## src/rtl/fetch_pc_gen_pkg.sv

```systemverilog
// rtl/fetch_pc_gen_pkg.sv - counter encodings, queue entry type and taken decode for fetch_pc_gen
package fetch_pc_gen_pkg;

  localparam logic [1:0] PRED_ST = 2'b00;
  localparam logic [1:0] PRED_WT = 2'b01;
  localparam logic [1:0] PRED_SN = 2'b10;
  localparam logic [1:0] PRED_WN = 2'b11;

  localparam int ENTRY_W = 65;

  typedef struct packed {
    logic [31:0] pc;
    logic        taken;
    logic [31:0] target;
  } predEntry_t;

  // A zero BTB target means "no entry", which can never be predicted taken.
  function automatic logic predTaken(input logic [1:0] cnt, input logic [31:0] target);
    logic dirTaken;
    case (cnt)
      PRED_ST, PRED_WT: dirTaken = 1'b1;
      PRED_SN, PRED_WN: dirTaken = 1'b0;
      default:          dirTaken = 1'b0;
    endcase
    return dirTaken && (target != 32'd0);
  endfunction

endpackage

```

## src/rtl/pred_fifo.sv

```systemverilog
// rtl/pred_fifo.sv - in-flight prediction queue, wrap-around pointers with an occupancy count
module pred_fifo
  import fetch_pc_gen_pkg::*;
#(
  parameter int DEPTH = 4
) (
  input  logic       clk,
  input  logic       reset,
  input  logic       push,
  input  logic       pop,
  input  logic       flush,
  input  predEntry_t pushEntry,
  output logic       full,
  output logic       empty,
  output predEntry_t head
);

  localparam int AW = $clog2(DEPTH);
  localparam logic [AW:0] FULL_CNT = DEPTH[AW:0];

  predEntry_t  mem [DEPTH];
  logic [AW-1:0] wrPtr;
  logic [AW-1:0] rdPtr;
  logic [AW:0]   count;

  always_ff @(posedge clk) begin
    if (push) begin
      mem[wrPtr] <= pushEntry;
    end
  end

  // Flush wins over everything; the top never pushes in a flush cycle.
  always_ff @(posedge clk or negedge reset) begin
    if (!reset) begin
      wrPtr <= '0;
      rdPtr <= '0;
      count <= '0;
    end else if (flush) begin
      wrPtr <= '0;
      rdPtr <= '0;
      count <= '0;
    end else begin
      if (push) begin
        wrPtr <= wrPtr + AW'(1);
      end
      if (pop) begin
        rdPtr <= rdPtr + AW'(1);
      end
      if (push && !pop) begin
        count <= count + (AW + 1)'(1);
      end else if (pop && !push) begin
        count <= count - (AW + 1)'(1);
      end
    end
  end

  assign full  = (count == FULL_CNT);
  assign empty = (count == '0);
  assign head  = mem[rdPtr];

endmodule

```

## src/rtl/fetch_pc_gen.sv

```systemverilog
// rtl/fetch_pc_gen.sv - fetch PC generator: BTB lookup, in-flight prediction queue, resolve compare and BTB update
module fetch_pc_gen
  import fetch_pc_gen_pkg::*;
#(
  parameter logic [31:0] RESET_PC = 32'd0,
  parameter int          DEPTH    = 4
) (
  input  logic        clk,
  input  logic        reset,
  input  logic        stall,
  output logic [31:0] btbPc,
  input  logic [31:0] btaBuffOp,
  input  logic [1:0]  predBuffOp,
  output logic [31:0] fetchPc,
  output logic        fetchValid,
  input  logic        resolveValid,
  output logic        resolveReady,
  input  logic        resolveTaken,
  input  logic [31:0] resolveTarget,
  output logic        redirect,
  output logic        btaWrite,
  output logic [31:0] bta,
  output logic        actualPredict,
  output logic        writePredBuffEn,
  output logic        resolveErr
);

  logic [31:0] pcQ;
  logic        updActive;
  logic        updTaken;
  logic [31:0] updPc;
  logic [31:0] updTarget;
  logic        errQ;

  logic        full;
  logic        empty;
  predEntry_t  head;
  predEntry_t  pushEntry;

  logic        predTakenNow;
  logic [31:0] predNext;
  logic        resolveFire;
  logic        mispredict;
  logic        fetchFire;

  always_comb begin
    predTakenNow = predTaken(predBuffOp, btaBuffOp);
    predNext     = predTakenNow ? btaBuffOp : pcQ + 32'd1;
    resolveFire  = resolveValid && !empty && !updActive;
    mispredict   = resolveFire &&
                   ((head.taken != resolveTaken) ||
                    (resolveTaken && (head.target != resolveTarget)));
    fetchFire    = !stall && !full && !updActive && !mispredict;
    pushEntry    = '{pc: pcQ, taken: predTakenNow, target: btaBuffOp};
  end

  pred_fifo #(
    .DEPTH(DEPTH)
  ) u_pred_fifo (
    .clk      (clk),
    .reset    (reset),
    .push     (fetchFire),
    .pop      (resolveFire),
    .flush    (mispredict),
    .pushEntry(pushEntry),
    .full     (full),
    .empty    (empty),
    .head     (head)
  );

  // The update stage borrows the BTB port for one whole cycle, which also
  // blocks fetch so the corrected PC is first fetched the cycle after.
  always_ff @(posedge clk or negedge reset) begin
    if (!reset) begin
      pcQ       <= RESET_PC;
      updActive <= 1'b0;
      updTaken  <= 1'b0;
      updPc     <= '0;
      updTarget <= '0;
      errQ      <= 1'b0;
    end else begin
      if (mispredict) begin
        pcQ <= resolveTaken ? resolveTarget : head.pc + 32'd1;
      end else if (fetchFire) begin
        pcQ <= predNext;
      end
      updActive <= resolveFire;
      if (resolveFire) begin
        updPc     <= head.pc;
        updTaken  <= resolveTaken;
        updTarget <= resolveTarget;
      end
      if (resolveValid && empty) begin
        errQ <= 1'b1;
      end
    end
  end

  assign fetchPc         = pcQ;
  assign btbPc           = updActive ? updPc : pcQ;
  assign fetchValid      = fetchFire && reset;
  assign resolveReady    = !empty && !updActive;
  assign redirect        = mispredict;
  assign writePredBuffEn = updActive;
  assign actualPredict   = updActive && updTaken;
  assign btaWrite        = updActive && updTaken;
  assign bta             = updActive ? updTarget : 32'd0;
  assign resolveErr      = errQ;

endmodule

```

## config.mk

```make
export PLATFORM = sky130hd
export DESIGN_NAME = fetch_pc_gen
export DESIGN_NICKNAME = d
export VERILOG_FILES = /design/src/rtl/fetch_pc_gen_pkg.sv /design/src/rtl/pred_fifo.sv /design/src/rtl/fetch_pc_gen.sv
export SDC_FILE = /design/constraint.sdc
export NUM_CORES = 1
export LEC_CHECK = 0
export ABC_AREA = 1
export CORE_ASPECT_RATIO = 1.4
export CORE_UTILIZATION = 52
export CTS_CLUSTER_DIAMETER = 30
export DETAILED_ROUTE_END_ITERATION = 10
export GPL_ROUTABILITY_DRIVEN = 1
export PLACE_DENSITY_LB_ADDON = 0.15
export SLEW_MARGIN = 25
export SYNTH_ARGS = -nofsm -noshare
export SYNTH_HDL_FRONTEND = slang
export SYNTH_HIERARCHICAL = 1
export SYNTH_SLANG_ARGS = --single-unit
```

## constraint.sdc

```tcl
create_clock -name clk -period 4.2 [get_ports clk]
set_input_delay 1.05 -clock clk [delete_from_list [all_inputs] [get_ports clk]]
set_output_delay 1.05 -clock clk [all_outputs]
set_load 0.02 [all_outputs]
```

==> impl_metrics.env <==
export IMPL_outcome="completed"
export IMPL_synth_seq_cells=366
export IMPL_start_util=0.5271
export IMPL_synthMostInstantiatedCell="sky130_fd_sc_hd__nand2_1"
export IMPL_tritoncts_buffers=53
export IMPL_clkTransAtPathRegs_ns=0.06
export IMPL_io_pin_count=174
export IMPL_number_of_enable_type_register_cells_in_the_synthesized_netlist=260
export IMPL_largest_family_of_logic_cells_by_synthesized_area="simple AND/OR/NAND/NOR gates"
export IMPL_worst_path_stages=16
export IMPL_clock_tree_from_tritoncts="yes"
export IMPL_muxShareOfSynthArea=0
export IMPL_async_flop_share=0.2896
export IMPL_final_period_minus_worst_setup_slack_ns=4.061
export IMPL_holdCritStartpoint="resolveErr"
export IMPL_grt_total_usage=0.3261
export IMPL_ys_warn_count=6
export IMPL_reg2reg_depth=15
export IMPL_critical_path_top_delay_family="simple AND/OR/NAND/NOR gates"
export IMPL_layout_nets=2336
export IMPL_syn_nets=2104
export IMPL_max_ir_drop_vdd_v=0.0004838
export IMPL_drt_iter0_drc=1268
export IMPL_worstSetupStartpointType="flip-flop"
export IMPL_global_route_overflow_total=0
export IMPL_critical_path_reg2reg_startpoint="u_pred_fifo/rdPtr[0]"
export IMPL_end_of_the_worst_register_to_register_path="fetchPc[25]"
export IMPL_worstHoldEndpoint="resolveErr"
export IMPL_flow_area_growth_from_synthesis_pct=25.89
export IMPL_synth_top_area_cell="sky130_fd_sc_hd__edfxtp_1"
export IMPL_critical_path_most_common_cell="sky130_fd_sc_hd__nand2_1"
export IMPL_synth_xor_area_share=0.01954
export IMPL_ys_seq_area_frac=0.5692
export IMPL_antenna_diode_count=0
export IMPL_drt_vias_per_instance=5.614
export IMPL_io_buffer_count=172
export IMPL_worst_clock_skew_ns=0.02573
export IMPL_arr_time_crit_path_ns=3.01
export IMPL_worstPathMaxFanout=21
export IMPL_cts_htree_levels=2
export IMPL_layout_filler_cells=2844
export IMPL_syn_inst=2025
export IMPL_cts_root_buf="sky130_fd_sc_hd__clkbuf_16"
export IMPL_crit_type="reg -> out"
export IMPL_timing_critical_path_buf_inv=3
export IMPL_post_synth_and_or_nand_nor_area_fraction=0.2380
export IMPL_drcViolationCount=0
export IMPL_placed_cell_area_mm2=0.02091
export IMPL_die_area_mm2=0.03610
export IMPL_pin_count_of_the_biggest_net_entering_global_routing=68
export IMPL_setup_tns_ns=0
export IMPL_relSlewSlack=0.3727
export IMPL_min_period_over_period=0.9668
export IMPL_dieHeight_um=224.4
export IMPL_dominantRegCellSynth="sky130_fd_sc_hd__edfxtp_1"
export IMPL_core_mm2=0.03486
export IMPL_global_route_wire_length_before_repair_um=87750
export IMPL_dp_hpwl_um=39820
export IMPL_timing_max_transition_violations_final=0
export IMPL_cts_num_sinks=366
export IMPL_cellLeakagePower_nw=9.604
export IMPL_worst_slew_pin_transition_ns=0.9410
export IMPL_worst_path_largest_cell_delay_ns=0.60
export IMPL_mappedNetlistArea_mm2=0.01838
export IMPL_number_of_antenna_violations_at_the_first_check_in_global_routing=0
export IMPL_leading_cell_types_by_count_after_synthesis="sky130_fd_sc_hd__nand2_1, sky130_fd_sc_hd__edfxtp_1, sky130_fd_sc_hd__nor2_1"
export IMPL_endpoint_kind="output port"
export IMPL_clock_latency_of_the_later_clocked_register_in_the_worst_skew_pair_ns=0.58
export IMPL_distinct_cell_type_count_of_the_synthesized_netlist=35
export IMPL_max_freq_mhz=246.3
export IMPL_vias=15480
export IMPL_number_of_setup_violations_in_the_final_report=0
export IMPL_synth_compound_gate_area_share=0.1008
export IMPL_hold_violations=0
export IMPL_route_final_wire_length_um=58780
export IMPL_synth_area_top_cells="sky130_fd_sc_hd__edfxtp_1, sky130_fd_sc_hd__dfrtp_1, sky130_fd_sc_hd__nand2_1, sky130_fd_sc_hd__o21ai_0, sky130_fd_sc_hd__nor2_1"
export IMPL_share_of_cells_above_drive_strength_1=0.1347
export IMPL_die_extent_in_x_um=160.9
export IMPL_hold_class="reg -> reg"
export IMPL_wl_per_cell_um=21.31
export IMPL_placement_rows=81
export IMPL_critical_path_slowest_cell="sky130_fd_sc_hd__dfrtp_4"
export IMPL_first_global_vias=15170
export IMPL_drt_pass1_iter_count=5
export IMPL_min_delay_path_depth=1
export IMPL_clk_path_buf_depth=3
export IMPL_critical_path_required_ns=3.15
export IMPL_final_cell_area_mm2=0.02313
export IMPL_path_cells="buf_12 -> buf_16 -> nor2_2 -> o22ai_2 -> nand2_1 -> nand2_1 -> nor2_1 -> nand2_1 -> nor2_2 -> nand2_2 -> nor2_4 -> nand2_2 -> nand2_2 -> nand2_1 -> nor2_2 -> buf_4"
export IMPL_synth_top_area_share=0.4249
export IMPL_powerDensity_mw_per_mm2=781.4
export IMPL_antenna_violating_nets_post_route=0
export IMPL_synth_fa_ha_area_frac=0.005856
export IMPL_gpl_final_weighted_congestion=0.9366
export IMPL_syn_avg_cell_area_um2=9.074
export IMPL_grt_setup_unrepaired="false"
export IMPL_cap_violations=0
export IMPL_r2r_slack_ns=0.61
[power by group]
part / internal, mW / switching (mW)
Combinational: 2.83 / 4.93
Clock: 2.78 / 1.81
Sequential: 4.95 / 0.782
[area by class of cell]
cell class,count,area (um2),share of cell area
Timing Repair inverter,1,30.03,0.001298
Inverter,171,660.6,0.02856
Timing Repair Buffer,274,2798,0.1209
Multi-Input combinational cell,1390,6733,0.2911
Sequential cell,366,10470,0.4525
Clock inverter,45,498.0,0.02153
Clock buffer,55,1376,0.05950
Tap cell,456,570.5,0.02466
[metrics by stage]
step	cells	setup WS (ns)	util	power, mW	hold slack [ns]
3_3_place_gp	2644	-0.2360	0.5997	12.84	0.4451
5_1_grt	2758	0.02208	0.6635	19.00	0.4923
4_1_cts	2748	0.02853	0.6569	17.81	0.4651
3_5_place_dp	2644	-0.2533	0.5997	12.99	0.4516
2_1_floorplan	2025	0.1835	-	10.15	0.4492
6_report	2758	0.1393	0.6635	18.07	0.4679
[registers in the layout, summed over array words and instances (netlist names)]
name and count:
resolveErr 1, updPc 32, updTaken 1, writePredBuffEn 1, u_pred_fifo/mem 260, updTarget 32
u_pred_fifo/wrPtr 2, u_pred_fifo/rdPtr 2, u_pred_fifo/count 3, fetchPc 32
[layout by cell type (no fill, tap or decap), types with 5 or more instances in the layout]
cell,Yosys,routed
sky130_fd_sc_hd__buf_16,0,5
sky130_fd_sc_hd__xnor2_1,12,12
sky130_fd_sc_hd__nand2_1,603,601
sky130_fd_sc_hd__buf_4,2,83
sky130_fd_sc_hd__nand3_1,145,145
sky130_fd_sc_hd__clkdlybuf4s50_1,0,169
sky130_fd_sc_hd__dfrtp_1,106,103
sky130_fd_sc_hd__o21ai_1,17,33
sky130_fd_sc_hd__o22ai_1,38,37
sky130_fd_sc_hd__nand4_1,13,13
sky130_fd_sc_hd__o21ai_2,9,11
sky130_fd_sc_hd__clkbuf_16,0,59
sky130_fd_sc_hd__inv_1,169,164
sky130_fd_sc_hd__clkinvlp_4,0,6
sky130_fd_sc_hd__edfxtp_1,260,260
sky130_fd_sc_hd__inv_8,0,7
sky130_fd_sc_hd__nor2_2,6,10
sky130_fd_sc_hd__clkinv_2,0,6
sky130_fd_sc_hd__xor2_1,29,29
sky130_fd_sc_hd__o22ai_2,30,31
sky130_fd_sc_hd__ha_1,7,7
sky130_fd_sc_hd__inv_6,0,14
sky130_fd_sc_hd__buf_12,4,12
sky130_fd_sc_hd__bufinv_16,0,5
sky130_fd_sc_hd__inv_2,1,5
sky130_fd_sc_hd__nor2_4,31,32
sky130_fd_sc_hd__o21ai_0,207,189
sky130_fd_sc_hd__nor2_1,224,219
[worst max path at each step]
stage,start,end,slack [ns]
6_report,u_pred_fifo/rdPtr[0],fetchValid,0.14
5_1_grt,u_pred_fifo/rdPtr[0],fetchValid,0.02
4_1_cts,u_pred_fifo/rdPtr[0],redirect,0.03
3_5_place_dp,resolveTarget[15],fetchValid,-0.25
3_3_place_gp,resolveTarget[15],fetchValid,-0.24
2_1_floorplan,resolveTaken,u_pred_fifo/mem[0][0],0.18
[routing by layer]
metal  part of all wire  wire (um)  vias to the layer above  GRT usage
met2               0.50      29270                      684     0.5591
li1                   -          -                     7184          -
met3              0.065       3814                      132    0.03375
met4              0.043       2548                        0     0.1512
met1               0.39      23150                     7483     0.4155
met5                  0          0                        -          0
[logic make-up after synthesis]
kind of cell	Yosys count
flops	366
xor+xnor	41
simple gates	1034
buf+inv	269
fa+ha+maj	8
compound gates	307
[repair_timing]
item,CTS,global route
hold buffers,0,0
endpoints found under the hold margin,0,0
setup buffers,1,6
gates resized for setup,15,37
pin swaps,0,7
setup endpoints to repair,2,2
cloned,3,4
Power figures use the tool's default switching activity.
==> variant 1, RTL diff (same flow settings) <==
Make the reset (`reset`) synchronous in 2 clocked blocks.
--- a/src/rtl/pred_fifo.sv
+++ b/src/rtl/pred_fifo.sv
@@ -30,7 +30,7 @@
   end
 
   // Flush wins over everything; the top never pushes in a flush cycle.
-  always_ff @(posedge clk or negedge reset) begin
+  always_ff @(posedge clk) begin
     if (!reset) begin
       wrPtr <= '0;
       rdPtr <= '0;
--- a/src/rtl/fetch_pc_gen.sv
+++ b/src/rtl/fetch_pc_gen.sv
@@ -70,7 +70,7 @@
 
   // The update stage borrows the BTB port for one whole cycle, which also
   // blocks fetch so the corrected PC is first fetched the cycle after.
-  always_ff @(posedge clk or negedge reset) begin
+  always_ff @(posedge clk) begin
     if (!reset) begin
       pcQ       <= RESET_PC;
       updActive <= 1'b0;
Behaviour: differs if reset is asserted again (counterexample within 4 cycles, from zero or initial values and one cycle with reset low); with reset held inactive, the same outputs for 4 cycles.
==> variant 1 against the unedited design <==
Sequential cell count rose by 2; clock power rose by 3%; utilization fell by 0.31 points; power fell by 15%; area after synthesis fell by 2.4%; register-to-register slack got worse by 0.21 ns; count of clock-buffer cells in the layout rose by 17; setup slack improved by 0.032 ns; sequential power fell by 6.3%; routed wire length fell by 2.6%; final area fell by 2.8%; critical path type unchanged; largest power group is now registers; highest routed layer unchanged.
==> variant 1: results <==
set metrics [dict create \
    initialDrtViolationCount 1196 \
    drt_pass1_iterations 6 \
    tightest_slew_ns 0.880 \
    hold_depth 1 \
    hold_buffers 0 \
    cp_top_family "buffers and inverters" \
    largest_reg_flops 260 \
    cts_buffers 57 \
    grt_pass1_wl_um 87300 \
    cts_root_buffer "clkbuf_16" \
    peakVddDrop_v 0.000456 \
    finalNetCount 2358 \
    place_hpwl_um 39000 \
    crit_type "reg -> out" \
    critPathSlowestCell "dfxtp_4" \
    antenna_found_initial 0 \
    hold_path.class "reg -> reg" \
    critical_path_arrival_ns 2.98 \
    n_antenna_cell 0 \
    clkTransAtPathRegs_ns 0.05 \
    vias_per_cell 5.55 \
    post-place-ws_ns -0.149 \
    regMostFlops "u_pred_fifo/mem" \
    synth_seq_area_share_pct 55.6 \
    yosysUniqueCellTypes 37 \
    leakage_uw 0.00904 \
    grt_pass1_vias 15100 \
    async_reset_ff_share_pct 0 \
    worstSetupEndpoint "redirect" \
    place.gp.congestion 0.989 \
    synth_ff_type "edfxtp_1" \
    r2r_end "fetchPc[11]$_SDFFE_PN0P_" \
    min_period_ns 4.03 \
    critPathMaxStageDelay_ns 0.37 \
    synthTopCellsByArea "edfxtp_1, dfxtp_1, nand2_1" \
    drt-total-wl_um 57300 \
    track_usage_pct 32.5 \
    ff2ff_path_depth 15 \
    htreeDepth 2 \
    cts_buffer_depth 3 \
    regToRegSetupSlack_ns 0.40 \
    grt_max_degree 107 \
    critPathMaxFanout 29 \
    drive_above_1_share_pct 11.6 \
    clkLatencyLatePin_ns 0.59 \
    outcome "complete, no violations" \
    finalClockSkew_ns 0.0174 \
    synth_commonest_cells "nand2_1, nor2_1, edfxtp_1" \
]
[variant 1: area by class of cell]
| cell class | count | area [um2] |
|---|---|---|
| Fill cell | 2857 | 11600 |
| Sequential cell | 368 | 9980 |
| Multi-Input combinational cell | 1403 | 6690 |
| Timing Repair Buffer | 264 | 2600 |
| Clock buffer | 72 | 1570 |
| Inverter | 185 | 706 |
| Tap cell | 451 | 564 |
| Clock inverter | 36 | 372 |
[variant 1: routing by layer]
layer  part of all wire, %  global-route usage [%]  vias to the layer above  routed length (um)
met5                     0                       0                        -                   0
met4                   4.6                    16.2                        0                2610
met3                   6.4                    4.26                      147                3650
met2                    49                    55.7                      642               28200
met1                    40                    40.5                     7323               22800
li1                      -                       -                     7320                   -
[variant 1: how the worst min path moves through the flow]
stage,start,to,slack (ns)
2_1_floorplan,u_pred_fifo/rdPtr[1]$_SDFFE_PP0P_,flip-flop,0.41
3_3_place_gp,u_pred_fifo/rdPtr[1]$_SDFFE_PP0P_,flip-flop,0.42
3_5_place_dp,u_pred_fifo/rdPtr[1]$_SDFFE_PP0P_,flip-flop,0.42
4_1_cts,u_pred_fifo/rdPtr[1]$_SDFFE_PP0P_,flip-flop,0.43
5_1_grt,u_pred_fifo/rdPtr[1]$_SDFFE_PP0P_,flip-flop,0.46
6_report,u_pred_fifo/rdPtr[1]$_SDFFE_PP0P_,flip-flop,0.44
[variant 1: kinds of logic after synthesis]
kind of cell,count (synthesis),synth area share [%]
xor gates and xnor gates,36,1.76
buffers and inverters,289,7.14
adders and majority gates,8,0.600
AOI/OAI and AO/OA,380,11.9
DFF,368,55.6
and+or+nand+nor,979,23.0
[variant 1: where the power goes]
| part | leakage, uW | switching (uW) | total (uW) | internal [uW] |
|---|---|---|---|---|
| logic | 0.00480 | 3440 | 5250 | 1810 |
| registers | 0.00329 | 526 | 5370 | 4840 |
| clock network | 0.000944 | 1750 | 4720 | 2970 |
| total | 0.00904 | 5720 | 15300 | 9630 |
[variant 1: what timing repair did]
item                       in CTS  in global routing
setup buffers                   0                  0
setup endpoints to repair       2                  1
resized for setup               9                  2
cloned                          1                  0
pin swaps                       0                  0
[variant 1: metrics by stage]
| stage | std cells | instance area (um2) |
|---|---|---|
| after CTS | 2779 | 22500 |
| after global placement | 2670 | 20500 |
| after floorplan | 2060 | 17900 |
| final | 2779 | 22500 |
| after detailed placement | 2670 | 20500 |
| after global routing | 2779 | 22500 |
==> variant 2, RTL diff (same settings) <==
Made on the original files. `DEPTH` is set to 4 in 2 places; all go to 8.
--- a/src/rtl/pred_fifo.sv
+++ b/src/rtl/pred_fifo.sv
@@ -2,7 +2,7 @@
 module pred_fifo
   import fetch_pc_gen_pkg::*;
 #(
-  parameter int DEPTH = 4
+  parameter int DEPTH = 8
 ) (
   input  logic       clk,
   input  logic       reset,
--- a/src/rtl/fetch_pc_gen.sv
+++ b/src/rtl/fetch_pc_gen.sv
@@ -3,7 +3,7 @@
   import fetch_pc_gen_pkg::*;
 #(
   parameter logic [31:0] RESET_PC = 32'd0,
-  parameter int          DEPTH    = 4
+  parameter int          DEPTH    = 8
 ) (
   input  logic        clk,
   input  logic        reset,
Check against the original RTL: same outputs for any inputs over 4 cycles, from zero or initial values and one cycle with reset low; that may be too few to reach the edited logic, so the function may still have changed.
==> variant 2 against the unedited design <==
Area after synthesis grew 68%; count of clock-buffer cells in the layout rose by 59; clock power is 87% higher; utilization about the same; final area grew 68%; power increased by 61%; sequential cell count increased by 263; setup slack worse by 0.13 ns; critical path depth up 3; routed wire length rose by 56%; final cell count rose by 76%.
==> variant 2: results <==
set metrics [dict create \
    tightest_slew_ns 0.915 \
    finalClockSkew_ns 0.0173 \
    antenna_found_initial 3 \
    largest_reg_flops 520 \
    grt_pass1_wl_um 139000 \
    critPathMaxFanout 7 \
    postCtsSetupBuffers 6 \
    r2r_end "fetchPc[15]$_DFFE_PN0P_" \
    buffers 396 \
    synth_nets 3746 \
    htreeDepth 3 \
    track_usage_pct 30.6 \
    nMultiInputCombCells 2452 \
    synth-compound-area-share_pct 1.92 \
    grtUsageMet1_pct 38.8 \
    vias_per_cell 5.15 \
    grt.met2_usage_pct 52.6 \
    drive_above_1_share_pct 11.9 \
    grt_max_degree 179 \
    yosysUniqueCellTypes 32 \
    leakage_uw 0.0174 \
    cts_sinks 629 \
    sh_seq_area_pct 47.2 \
    p_per_area_nw_per_um2 751 \
    outcome "complete, no violations" \
    critPathMaxStageDelay_ns 0.50 \
    nClkBuffers 114 \
    fin_hold_ws_ns 0.459 \
    inverters_excl_clock 429 \
    multi_input_area_um2 10200 \
    peakVddDrop_v 0.000485 \
    synth_seq_area_share_pct 59.5 \
    fp.dieW_um 208 \
    synthXorXnorAreaFrac_pct 1.22 \
    cts_resized 47 \
    synth_edf_count 520 \
    placed_cells 4634 \
    place.gp.congestion 0.981 \
    drt-total-wl_um 91900 \
    finalNetCount 4090 \
    ff2ff_path_depth 18 \
    area_share_nonclk_buffers_pct 10.8 \
    async_reset_ff_share_pct 17.3 \
    initialDrtViolationCount 2184 \
    met3_usage_pct 3.32 \
    placed_area_um2 34600 \
    regToRegSetupSlack_ns 0.44 \
    nFillCells 4708 \
    post-place-ws_ns -0.330 \
    syn_avg_cell_area_um2 8.40 \
    grt_pass1_vias 23700 \
    synth_commonest_cells "nand2_1, nor2_1, edfxtp_1" \
    drt_pass1_iterations 6 \
    clkLatencyLatePin_ns 0.65 \
    n_antenna_cell 2 \
]
-- variant 2: power by group --
| part | internal, uW | switching, uW |
|---|---|---|
| registers | 8160 | 718 |
| clock network | 5430 | 3150 |
| logic | 4160 | 7550 |
| total | 17800 | 11400 |
-- variant 2: per-layer routing --
| layer | up-vias | wire length, um |
|---|---|---|
| li1 | 12100 | - |
| met5 | - | 11 |
| met2 | 964 | 45900 |
| met1 | 11700 | 36300 |
| met4 | 2 | 3950 |
| met3 | 196 | 5790 |
-- variant 2: worst min-delay path by stage --
| stage | slack [ns] | end |
|---|---|---|
| floorplan | 0.45 | updTarget[10]$_DFFE_PN0P_ |
| global placement | 0.44 | resolveErr$_DFFE_PN0P_ |
| detailed placement | 0.45 | resolveErr$_DFFE_PN0P_ |
| CTS | 0.46 | resolveErr$_DFFE_PN0P_ |
| global route | 0.49 | resolveErr$_DFFE_PN0P_ |
| finish | 0.46 | resolveErr$_DFFE_PN0P_ |
